$ cat src/rtl/tone_meter_if.sv
// Signal bundle between a square-wave tone source and the tone_meter listener.
// The slave modport is the meter side; the master modport is the source/observer side.
interface tone_meter_if #(
  parameter int EC_W = 16
);
  logic            tone_in;
  logic [17:0]     half_period;
  logic            meas_valid;
  logic            stable;
  logic            silent;
  logic            note_a;
  logic [EC_W-1:0] edge_count;

  modport master (
    output tone_in,
    input  half_period, meas_valid, stable, silent, note_a, edge_count
  );

  modport slave (
    input  tone_in,
    output half_period, meas_valid, stable, silent, note_a, edge_count
  );
endinterface

$ cat src/rtl/tone_meter.sv
// Measures the edge-to-edge half-period of an asynchronous square wave and flags
// stable tone, silence and concert-A pitch.
module tone_meter #(
  parameter int TIMEOUT   = 262143,
  parameter int TOL       = 64,
  parameter int NOTE_HALF = 113636,
  parameter int NOTE_TOL  = 1136,
  parameter int EC_W      = 16
) (
  input logic         clk,
  input logic         rst,
  tone_meter_if.slave bus
);
  localparam int CW = 18;

  typedef enum logic [1:0] {
    ST_SILENT,
    ST_ARMED,
    ST_MEASURING
  } state_t;

  state_t          r_state;
  state_t          w_state_nxt;
  logic            r_s1, r_s2, r_s3;
  logic            w_edge;
  logic [CW-1:0]   r_cnt;
  logic [CW-1:0]   r_prev;
  logic [CW-1:0]   r_half;
  logic            r_valid;
  logic            r_stable;
  logic            r_silent;
  logic            r_note;
  logic [EC_W-1:0] r_edges;
  logic            w_at_limit;
  logic            w_measure;
  logic            w_check_tol;
  logic            w_timeout;
  logic [CW-1:0]   w_diff_prev;
  logic [CW-1:0]   w_diff_note;
  logic            w_new_stable;
  logic            w_in_window;

  // One pulse per transition in either direction, taken after the 2-flop synchronizer.
  assign w_edge     = r_s2 ^ r_s3;
  assign w_at_limit = (r_cnt == CW'(TIMEOUT));

  // Ordered subtraction keeps the magnitude exact without a signed intermediate.
  assign w_diff_prev  = (r_cnt >= r_prev) ? (r_cnt - r_prev) : (r_prev - r_cnt);
  assign w_diff_note  = (r_cnt >= CW'(NOTE_HALF)) ? (r_cnt - CW'(NOTE_HALF))
                                                  : (CW'(NOTE_HALF) - r_cnt);
  assign w_new_stable = w_check_tol && (w_diff_prev <= CW'(TOL));
  assign w_in_window  = (w_diff_note <= CW'(NOTE_TOL));

  always_comb begin
    // NOTE: every combinational output gets a default first so no path leaves it unassigned (no latch).
    w_state_nxt = r_state;
    w_measure   = 1'b0;
    w_check_tol = 1'b0;
    w_timeout   = 1'b0;
    case (r_state)
      ST_SILENT: begin
        if (w_edge) w_state_nxt = ST_ARMED;
      end
      ST_ARMED: begin
        if (w_edge) begin
          w_state_nxt = ST_MEASURING;
          w_measure   = 1'b1;
        end else if (w_at_limit) begin
          w_state_nxt = ST_SILENT;
          w_timeout   = 1'b1;
        end
      end
      ST_MEASURING: begin
        if (w_edge) begin
          w_measure   = 1'b1;
          w_check_tol = 1'b1;
        end else if (w_at_limit) begin
          w_state_nxt = ST_SILENT;
          w_timeout   = 1'b1;
        end
      end
      default: w_state_nxt = ST_SILENT;
    endcase
  end

  // NOTE: sequential state uses non-blocking assignments so every flop samples pre-edge values.
  always_ff @(posedge clk or posedge rst) begin
    if (rst) r_state <= ST_SILENT;
    else     r_state <= w_state_nxt;
  end

  always_ff @(posedge clk or posedge rst) begin
    if (rst) begin
      r_s1     <= 1'b0;
      r_s2     <= 1'b0;
      r_s3     <= 1'b0;
      r_cnt    <= '0;
      r_prev   <= '0;
      r_half   <= '0;
      r_valid  <= 1'b0;
      r_stable <= 1'b0;
      r_silent <= 1'b1;
      r_note   <= 1'b0;
      r_edges  <= '0;
    end else begin
      r_s1    <= bus.tone_in;
      r_s2    <= r_s1;
      r_s3    <= r_s2;
      r_valid <= w_measure;

      if (w_edge) begin
        r_cnt   <= CW'(1);
        r_edges <= r_edges + 1'b1;
      end else if (w_timeout || r_state == ST_SILENT) begin
        r_cnt <= '0;
      end else begin
        r_cnt <= r_cnt + 1'b1;
      end

      if (r_state == ST_SILENT && w_edge) r_silent <= 1'b0;

      // note_a uses the freshly computed stability so both flags move together.
      if (w_measure) begin
        r_half   <= r_cnt;
        r_prev   <= r_cnt;
        r_stable <= w_new_stable;
        r_note   <= w_new_stable && w_in_window;
      end

      if (w_timeout) begin
        r_silent <= 1'b1;
        r_stable <= 1'b0;
        r_note   <= 1'b0;
      end
    end
  end

  assign bus.half_period = r_half;
  assign bus.meas_valid  = r_valid;
  assign bus.stable      = r_stable;
  assign bus.silent      = r_silent;
  assign bus.note_a      = r_note;
  assign bus.edge_count  = r_edges;
endmodule

$ cat src/flat_wrapper.sv
// flat-port wrapper written by rule: the top's interface ports become plain ports
module tone_meter_flat 
#(
  parameter int TIMEOUT   = 262143,
  parameter int TOL       = 64,
  parameter int NOTE_HALF = 113636,
  parameter int NOTE_TOL  = 1136,
  parameter int EC_W      = 16
)
  (clk, rst, bus_tone_in, bus_half_period, bus_meas_valid, bus_stable, bus_silent, bus_note_a, bus_edge_count);
  tone_meter_if #(.EC_W(EC_W)) bus_i ();
  input logic clk;
  input logic rst;
  input wire logic [$bits(bus_i.tone_in)-1:0] bus_tone_in;
  output wire logic [$bits(bus_i.half_period)-1:0] bus_half_period;
  output wire logic [$bits(bus_i.meas_valid)-1:0] bus_meas_valid;
  output wire logic [$bits(bus_i.stable)-1:0] bus_stable;
  output wire logic [$bits(bus_i.silent)-1:0] bus_silent;
  output wire logic [$bits(bus_i.note_a)-1:0] bus_note_a;
  output wire logic [$bits(bus_i.edge_count)-1:0] bus_edge_count;
  assign bus_i.tone_in = bus_tone_in;
  assign bus_half_period = bus_i.half_period;
  assign bus_meas_valid = bus_i.meas_valid;
  assign bus_stable = bus_i.stable;
  assign bus_silent = bus_i.silent;
  assign bus_note_a = bus_i.note_a;
  assign bus_edge_count = bus_i.edge_count;
  tone_meter #(.TIMEOUT(TIMEOUT), .TOL(TOL), .NOTE_HALF(NOTE_HALF), .NOTE_TOL(NOTE_TOL), .EC_W(EC_W)) u_core (.clk(clk), .rst(rst), .bus(bus_i));
endmodule
$ cat config.mk
export PLATFORM = sky130hd
export DESIGN_NAME = tone_meter_flat
export DESIGN_NICKNAME = d
export VERILOG_FILES = /design/src/rtl/tone_meter_if.sv /design/src/rtl/tone_meter.sv /design/src/flat_wrapper.sv
export SDC_FILE = /design/constraint.sdc
export NUM_CORES = 1
export LEC_CHECK = 0
export CAP_MARGIN = 20
export CORE_MARGIN = 3
export CORE_UTILIZATION = 60
export DETAILED_ROUTE_END_ITERATION = 6
export HOLD_SLACK_MARGIN = 0.05
export PLACE_DENSITY_LB_ADDON = 0.1
export SYNTH_ARGS = -nofsm -noshare
export SYNTH_HDL_FRONTEND = slang
export SYNTH_SLANG_ARGS = --single-unit
$ cat constraint.sdc
create_clock -name clk -period 3.9 [get_ports clk]
set_input_delay 0.78 -clock clk [delete_from_list [all_inputs] [get_ports clk]]
set_output_delay 0.78 -clock clk [all_outputs]
set_load 0.05 [all_outputs]
Word level (Yosys, flattened, before mapping). Cells that the tools add are included.

Word-level logic and storage cells: 57. Bits in registers: 61. Output and inout bits: 38. Input bits: 3.

$add $sub $neg: 6. Order comparisons: 4. Bitwise operators: 1. Equality and inequality tests: 5. Reductions and logical operators: 9. Muxes and demuxes: 21.

Operators by type and width (count): 18-bit two-way mux (4); 18-bit subtractor (2); 18-bit by 1-bit adder with 18-bit output, second input constant (1); 18-bit equality test, second input constant (1); 18-bit by 17-bit greater-or-equal comparator with 1-bit output, second input constant (1); 18-bit greater-or-equal comparator (1); 18-bit by 11-bit <= comparator with 1-bit output, second input constant (1); 18-bit by 7-bit <= comparator with 1-bit output, second input constant (1); 17-bit by 18-bit subtractor with 18-bit output, first input constant (1); 18-bit by 17-bit subtractor with 18-bit output, second input constant (1); 16-bit by 1-bit adder with 16-bit output, second input constant (1); 1-bit two-way mux (12); 2-bit two-way mux (4); 2-bit one-hot mux with 3 select lines (1); 2-bit nonzero test (2); 1-bit logical AND (3); 2-bit by 1-bit equality test with 1-bit output, second input constant (1); 2-bit equality test, second input constant (1); 2-bit logical NOT (1); 2-bit by 1-bit inequality test with 1-bit output, second input constant (1); 2-bit inequality test, second input constant (1); 2-bit AND reduction (1); 2-bit OR reduction (1); 1-bit logical OR (1); 1-bit bitwise XOR (1).

Longest topological paths before layout. Gate-level depths: netlist (run 1).

Depth in word-level cells: 7. Mapped depth: 13. Gate-level depth less buffers: 11.

Worst setup path before layout (run 1). Ideal clock, no wire load.

Path type: register -> register. Start point: register u_core.r_prev[12]. End point: register u_core.r_stable, in the netlist u_core.bus.stable. Path buffers: 1. Setup slack: 556 ps. Arrival: 3211 ps. Data required time: 3766 ps. Period minus slack after synthesis: 3344 ps. Library setup time: 134 ps. Stages on the path, launching flop included: 12. Path through: dfrtp_1 > inv_1 > ha_1 > clkbuf_1 > nand4_1 > nor4_1 > o32ai_2 > nand2_1 > mux2_2 > o31a_1 > o2111ai_1 > o21ai_0.

Longest elaborated chain between the ends: 6. Elaborated cells between the ends (all ways): 8. Those cells by class: 2 x add/sub; 2 x order compare; 3 x mux; 1 x reduce/logical.

Ends and longest elaborated chain: start: declaration (line tone_meter.sv:27) `logic [CW-1:0] r_prev;`; start signal: assignment (line tone_meter.sv:125) `r_prev <= r_cnt;`; 18-bit subtractor / 18-bit greater-or-equal comparator (equally long branches) (line tone_meter.sv:48) `assign w_diff_prev = (r_cnt >= r_prev) ? (r_cnt - r_prev) : (r_prev - r_cnt);`; 18-bit two-way mux * (line tone_meter.sv:48); 18-bit by 7-bit <= comparator with 1-bit output * (line tone_meter.sv:51) `assign w_new_stable = w_check_tol && (w_diff_prev <= CW'(TOL));`; 1-bit logical AND * (line tone_meter.sv:51); 1-bit two-way mux * (line tone_meter.sv:123) `if (w_measure) begin`; 1-bit two-way mux * (line tone_meter.sv:130) `if (w_timeout) begin`; end signal: assignment (line tone_meter.sv:126) `r_stable <= w_new_stable;`; end: declaration (line tone_meter.sv:30) `logic r_stable;`.

Mark *: on every way between the ends. The rest lies on a longest branch, timed or not. The select of a mux whose other input is x is not followed. A chain may end at the register's enable or synchronous reset.

Worst setup path in the final report (run 1).
Start point: register u_core.r_cnt[3]. End point: register u_core.r_stable, in the netlist u_core.bus.stable.

Longest elaborated chain between the ends: 6. Elaborated cells between the ends (all ways): 13. Those cells by class: 2 x add/sub; 2 x order compare; 1 x eq/ne; 6 x mux; 2 x reduce/logical.

Ends and longest elaborated chain: start: declaration (line tone_meter.sv:26) `logic [CW-1:0] r_cnt;`; start signal: assignment (line tone_meter.sv:117) `r_cnt <= r_cnt + 1'b1;`; 18-bit subtractor / 18-bit greater-or-equal comparator (equally long branches) (line tone_meter.sv:48); 18-bit two-way mux (line tone_meter.sv:48); 18-bit by 7-bit <= comparator with 1-bit output (line tone_meter.sv:51); 1-bit logical AND (line tone_meter.sv:51); 1-bit two-way mux (line tone_meter.sv:123); 1-bit two-way mux (line tone_meter.sv:130).

Parallel ways exist; a longest one is shown, timed or not. The select of a mux whose other input is x is not followed.

==> key figures, run 1 <==
Status
  – Status: complete, no violations

Synthesis
  – Syn Nets: between 600 and 700
  – Synth area leaders: dfrtp_1 29%, ha_1 11%, xnor2_1 7.2%
  – Seq/Total Area, Yosys: 0.294
  – Mapped Area: 5200 µm²
  – Synth unique cells: 62
  – Number of synthesized flops with an enable pin: 0
  – Main synth FF type: dfrtp_1
  – Asr flop ratio synth: 1.00
  – Dominant cell type by area after synthesis: dfrtp_1
  – Post-synth top area share: 0.288
  – Yosys warns: 0
  – Syn Area/Cell: about 8.1 µm²
  – Synth Instances: 644
  – Synthesized flop and latch total: 61

Pwr
  – Sequential Power Share: 0.237
  – Int Pwr: around 1.8 mW
  – Peak supply drop: 525 µV
  – Switching power total: 1.50 mW
  – Clock power frac: 0.190
  – Leak Pwr: 2.54 nW
  – Combinational fraction of design power: 0.573
  – Total power: 3.26 mW
  – Pwr per Cell Area: 553 nW/µm²
  – Net Sw Frac: 0.460

Drt
  – DRC violations left: 0
  – Post-detailed-route count of antenna-violating nets: 0
  – Post-Route WL: 14400 µm
  – Routed len/inst: 18.4 µm
  – Via count: 4951
  – Detailed Routing Iterations Pass 1: 7
  – Average via count per standard cell: 6.32
  – Detailed Route Iter0 Violations: 397

Placement
  – Port Buf Inserts: 40
  – Post-DP HPWL: 10900 µm
  – GP Congestion: 1.03
  – Placed insts: between 700 and 800

Clock network
  – CTS tree: built
  – Num CTS Buffers: 9
  – Clock tree sinks: between 60 and 70
  – Clk Latency, worst-skew pair: 0.34 ns
  – # Post-CTS Setup Buffers: 0
  – Resize count post-CTS: 0
  – Root Driver: clkbuf_8
  – Clock transition at the registers of the reported paths: roughly 0.07 ns
  – Post-cts hold buffer count: 0
  – Max clock buf depth: 2
  – H-tree depth: 3

STA
  – Worst-Margin Slew: 0.826 ns
  – RSZ-0062 raised after global routing: no
  – Slew Viols, Final: 0
  – Min Hold Slack: 0.358 ns
  – Setup TNS: 0 ns
  – Fin crit period: 3.52 ns
  – Max-Slew Margin vs Limit: 0.442
  – Final setup violation count: 0
  – Part of the cycle the worst path needs: 0.904
  – Setup Skew: 0.00925 ns
  – Achievable clock frequency: 284 MHz
  – Endpoints failing hold: 0

Die
  – Ports: 41
  – Placement Rows: 33
  – Die height: 99.1 µm
  – DIE AREA: 9830 µm²
  – CORE AREA: ~8300 µm²
  – Starting Density: 0.624
  – DIE WIDTH: between 90 and 100 µm

Setup path
  – FF-to-FF Start: u_core.r_cnt[3]
  – WP data required: 4.11 ns
  – Critical R2R Capture: u_core.bus.stable
  – R2r worst-path depth: 10
  – Crit Path Max Fanout: 12
  – Reg-to-reg slack, setup: 0.38 ns
  – Crit start category: register
  – Critical path endpoint category: register
  – CP startpoint: u_core.r_cnt[3]
  – Worst Path Arrival: 3.74 ns
  – Crit path kind: register to register
  – End of the critical path: u_core.bus.stable

GRT
  – GRT Util Overall: 0.302
  – Vias in the first global route: 4820
  – Largest net degree at the start of global routing: 40
  – Antenna violations before repair: 0
  – Congestion Overflow GR: 0
  – First-pass GRT wire length: 24000 µm

Final layout
  – Share of layout cells above drive strength 1: 0.0619
  – Fin nets: 722
  – Fillers: 670
  – N_diodes: 0
  – Area Growth Syn to Fin: 13.5%
  – Final non-filler cell total: 783
  – Core Util, Final: 0.708

Job
  – Max cap viols: 0

Hold path
  – Min-delay worst type: register to register
-- power by group through the flow --
stage / combinational, mW / sequential [mW] / clock (mW)
6_report: 1.87 / 0.775 / 0.621
4_1_cts: 1.84 / 0.774 / 0.628
3_5_place_dp: 1.83 / 0.784 / 0
5_1_grt: 2.03 / 0.787 / 0.653
2_1_floorplan: 1.16 / 0.946 / 0
3_3_place_gp: 1.81 / 0.780 / 0
-- registers in the layout, summed over array words and instances (netlist names), 2 cells and up --
register,cells
u_core.bus.edge_count,16
u_core.r_state,2
u_core.r_cnt,18
u_core.r_prev,18
-- worst min path at each step --
stage / start / endpoint / slack [ns] / depth (start not counted)
final: u_core.r_s1 / u_core.r_s2 / 0.36 / 0
after global routing: u_core.r_s1 / u_core.r_s2 / 0.37 / 0
after CTS: u_core.r_s1 / u_core.r_s2 / 0.36 / 0
after detailed placement: u_core.r_s1 / u_core.r_s2 / 0.34 / 0
after global placement: u_core.r_s1 / u_core.r_s2 / 0.34 / 0
after floorplan: u_core.r_s1 / u_core.r_s2 / 0.33 / 0
-- final cells by class --
| cell class | count | area (µm²) | share of cell area |
|---|---|---|---|
| Multi-Input combinational cell | 500 | 3350 | 0.568 |
| Sequential cell | 61 | 1530 | 0.259 |
| Timing Repair Buffer | 53 | 498 | 0.0843 |
| Inverter | 48 | 180 | 0.0305 |
| Tap cell | 105 | 131 | 0.0222 |
| Clock buffer | 10 | 128 | 0.0216 |
| Clock inverter | 6 | 87.6 | 0.0148 |
-- metal layers --
layer | vias up | wire length (µm) | global-route usage
li1 | 2341 | - | -
met1 | 2321 | 6350 | 0.427
met2 | 254 | 6520 | 0.474
met3 | 35 | 1140 | 0.0407
met4 | 0 | 389 | 0.110
met5 | - | 0 | 0
-- cells in the mapped netlist, types with 13 or more instances --
cell type	count
dfrtp_1	60
xnor2_1	43
nor2_1	51
o21ai_0	50
nand2_1	69
a31oi_1	13
inv_1	48
clkbuf_1	25
nand3_1	15
nor3_1	15
ha_1	46
a21oi_1	34
-- layout by cell type (no fill, tap or decap), types with 5 or more instances in the layout --
| cell | count |
|---|---|
| a211oi_1 | 9 |
| a21o_1 | 11 |
| a21oi_1 | 34 |
| a31oi_1 | 13 |
| and2_1 | 6 |
| and3_1 | 8 |
| buf_4 | 13 |
| clkbuf_8 | 9 |
| clkdlybuf4s50_1 | 40 |
| dfrtp_1 | 60 |
| ha_1 | 46 |
| inv_1 | 47 |
| mux2i_1 | 7 |
| nand2_1 | 69 |
| nand3_1 | 15 |
| nand4_1 | 11 |
| nor2_1 | 51 |
| nor2b_1 | 8 |
| nor3_1 | 15 |
| nor4_1 | 8 |
| o2111ai_1 | 5 |
| o211ai_1 | 6 |
| o21ai_0 | 50 |
| o31ai_1 | 7 |
| or3_1 | 5 |
| xnor2_1 | 43 |
| xor2_1 | 7 |
-- cell families (layout without fill, tap and decap cells) --
family	count (synthesis)	count (layout)	share of synthesized area
fa+ha+maj	46	46	0.111
compound gates	176	176	0.225
mux	9	9	0.0178
buf+inv	83	117	0.0623
flops	61	61	0.294
simple gates	218	218	0.204
xor+xnor	51	51	0.0873
-- metrics by stage --
stage	worst slack [ns]	area, µm²
finish	0.376	5910
global route	0.162	5910
floorplan	0.556	5200
global placement	0.574	5690
CTS	0.418	5910
detailed placement	0.420	5690
-- worst max-delay path, cell delays in order, from the launching register on --
cell	delay [ns]
dfrtp_1	0.50
ha_1	0.53
nand4_1	0.19
o21bai_1	0.23
a31oi_1	0.37
o21ai_1	0.24
nand2_1	0.25
mux2_2	0.37
o31a_1	0.27
o2111ai_1	0.30
o21ai_0	0.14
Power figures use the tool's default switching activity.
==> run 2, diff against run 1 <==
--- a/config.mk
+++ b/config.mk
@@ -7,7 +7,7 @@
 export LEC_CHECK = 0
 export CAP_MARGIN = 20
 export CORE_MARGIN = 3
-export CORE_UTILIZATION = 60
+export CORE_UTILIZATION = 45
 export DETAILED_ROUTE_END_ITERATION = 6
 export HOLD_SLACK_MARGIN = 0.05
 export PLACE_DENSITY_LB_ADDON = 0.1
==> run 2 against run 1 <==
  * Via count is 2.0% lower
  * Routed wire length is 2.3% higher
  * Combinational power is 3% higher
  * Largest power group unchanged
  * Largest cell class unchanged
==> key figures, run 2 (same netlist as run 1, synthesis figures left out) <==
Status
  – Status: complete, no violations

Clock network
  – Resize count post-CTS: 0 (unchanged)
  – Max clock buf depth: 2 (unchanged)
  – CTS tree: built
  – Num CTS Buffers: 9 (unchanged)
  – Clock tree sinks: 61 (unchanged)
  – Post-cts hold buffer count: 0 (unchanged)
  – H-tree depth: 3 (unchanged)
  – # Post-CTS Setup Buffers: 0 (unchanged)
  – Clock transition at the registers of the reported paths: 0.05 ns (-0.02 ns)
  – Root Driver: clkbuf_16
  – Clk Latency, worst-skew pair: 0.32 ns (-0.02 ns)

Die
  – CORE AREA: 11100 µm² (+33%)
  – DIE AREA: 12900 µm² (+31%)
  – Ports: 41 (unchanged)
  – Starting Density: 0.470 (-0.154)
  – DIE WIDTH: 114 µm (+15%)
  – Die height: 114 µm (+15%)
  – Placement Rows: 38 (+15%)

STA
  – Max-Slew Margin vs Limit: 0.433 (-0.00972)
  – Worst-Margin Slew: 0.843 ns (+0.0173 ns)
  – Setup Skew: 0.00638 ns (-0.00287 ns)
  – Min Hold Slack: 0.355 ns (-0.00326 ns)
  – Setup TNS: 0 ns (unchanged)
  – Endpoints failing hold: 0 (unchanged)
  – Part of the cycle the worst path needs: 0.892 (-0.0115)
  – Achievable clock frequency: 287 MHz (+1.3%)
  – RSZ-0062 raised after global routing: no
  – Fin crit period: 3.48 ns (-0.0447 ns)
  – Slew Viols, Final: 0 (unchanged)
  – Setup ws final: 0.421 ns (+0.0447 ns)
  – Final setup violation count: 0 (unchanged)

Drt
  – Detailed Routing Iterations Pass 1: 5 (-2)
  – DRC violations left: 0 (unchanged)
  – Detailed Route Iter0 Violations: 452 (+14%)
  – Post-Route WL: 14700 µm (+2.3%)
  – Average via count per standard cell: 5.90 (-6.7%)
  – Routed len/inst: 17.9 µm (-2.7%)
  – Via count: 4853 (-2.0%)
  – Post-detailed-route count of antenna-violating nets: 0 (unchanged)

Final layout
  – Fin area: 6100 µm² (+3.2%)
  – Commonest non-fill, non-tap cell in the layout: nand2_1
  – Final non-filler cell total: 823 (+5.1%)
  – Most frequent cells in the layout: 69 x nand2_1, 60 x dfrtp_1, 51 x nor2_1
  – Area Growth Syn to Fin: 17.1%
  – Core Util, Final: 0.550 (-0.158)
  – Fin nets: 727 (+0.69%)
  – N_diodes: 0 (unchanged)
  – Share of layout cells above drive strength 1: 0.0703 (+0.00833)

Placement
  – Placed insts: 807 (+5.2%)
  – Post-DP HPWL: 11500 µm (+5.7%)
  – Port Buf Inserts: 40 (unchanged)
  – GP Congestion: 0.933 (-9.4%)
  – Area after DPL: 5770 µm² (+1.4%)
  – Worst slack at placement: 0.452 ns (+0.0322 ns)

Pwr
  – Peak supply drop: 345 µV (-34%)
  – Leak Pwr: 2.61 nW (+2.9%)
  – Total power: 3.54 mW (+8.5%)
  – Pwr per Cell Area: 581 nW/µm² (+5.1%)

Setup path
  – Crit path kind: register to register
  – Crit start category: register
  – WP data required: 4.09 ns (-0.02 ns)
  – Worst Path Arrival: 3.67 ns (-0.07 ns)
  – Crit Path Max Fanout: 12 (unchanged)
  – Critical path endpoint category: register

GRT
  – Congestion Overflow GR: 0 (unchanged)
  – GRT Util Overall: 0.235 (-0.0664)
  – Antenna violations before repair: 0 (unchanged)
  – Vias in the first global route: 4565 (-5.3%)
  – Largest net degree at the start of global routing: 40 (unchanged)
  – First-pass GRT wire length: 24200 µm (+0.83%)

Hold path
  – Min-delay worst type: register to register

Job
  – Max cap viols: 0 (unchanged)
[run 2: critical path, stage by stage (launching register included)]
cell	delay, ns
dfrtp_1	0.49
ha_1	0.54
nand4_1	0.17
o21bai_1	0.21
a31oi_1	0.36
o21ai_1	0.25
nand2_1	0.27
mux2_2	0.38
o31a_1	0.27
o2111ai_1	0.27
o21ai_0	0.14
[run 2: final timing paths]
check                      slack, ns            start  cells after the start                end
setup reg to reg                0.42  u_core.r_cnt[3]                     10  u_core.bus.stable
hold / removal                  0.36      u_core.r_s1                      0        u_core.r_s2
max in group asynchronous       2.17              rst                      3  u_core.bus.silent
hold reg to reg                 0.36      u_core.r_s1                      0        u_core.r_s2
min in group asynchronous       0.82              rst                      2  u_core.r_prev[11]
setup / recovery                0.42  u_core.r_cnt[3]                     10  u_core.bus.stable
[run 2: layer usage]
metal  wire, µm  up-vias  track usage
met4        464        0       0.0938
met5          0        -            0
li1           -     2356            -
met1       6980     2296        0.337
met3        646       38       0.0345
met2       6640      163        0.357
[run 2: cell type report]
cell class,count,area (µm²)
timing repair buffer,58,536
clock buffer,10,239
inverter,48,180
clock inverter,6,86.3
fill,1049,4980
tap,140,175
sequential,61,1530
multi-input combinational,500,3350
[run 2: where the power goes]
group	switching [mW]	total [mW]	internal [mW]
combinational	1.20	1.92	0.718
clock	0.277	0.851	0.574
sequential	0.0677	0.771	0.704
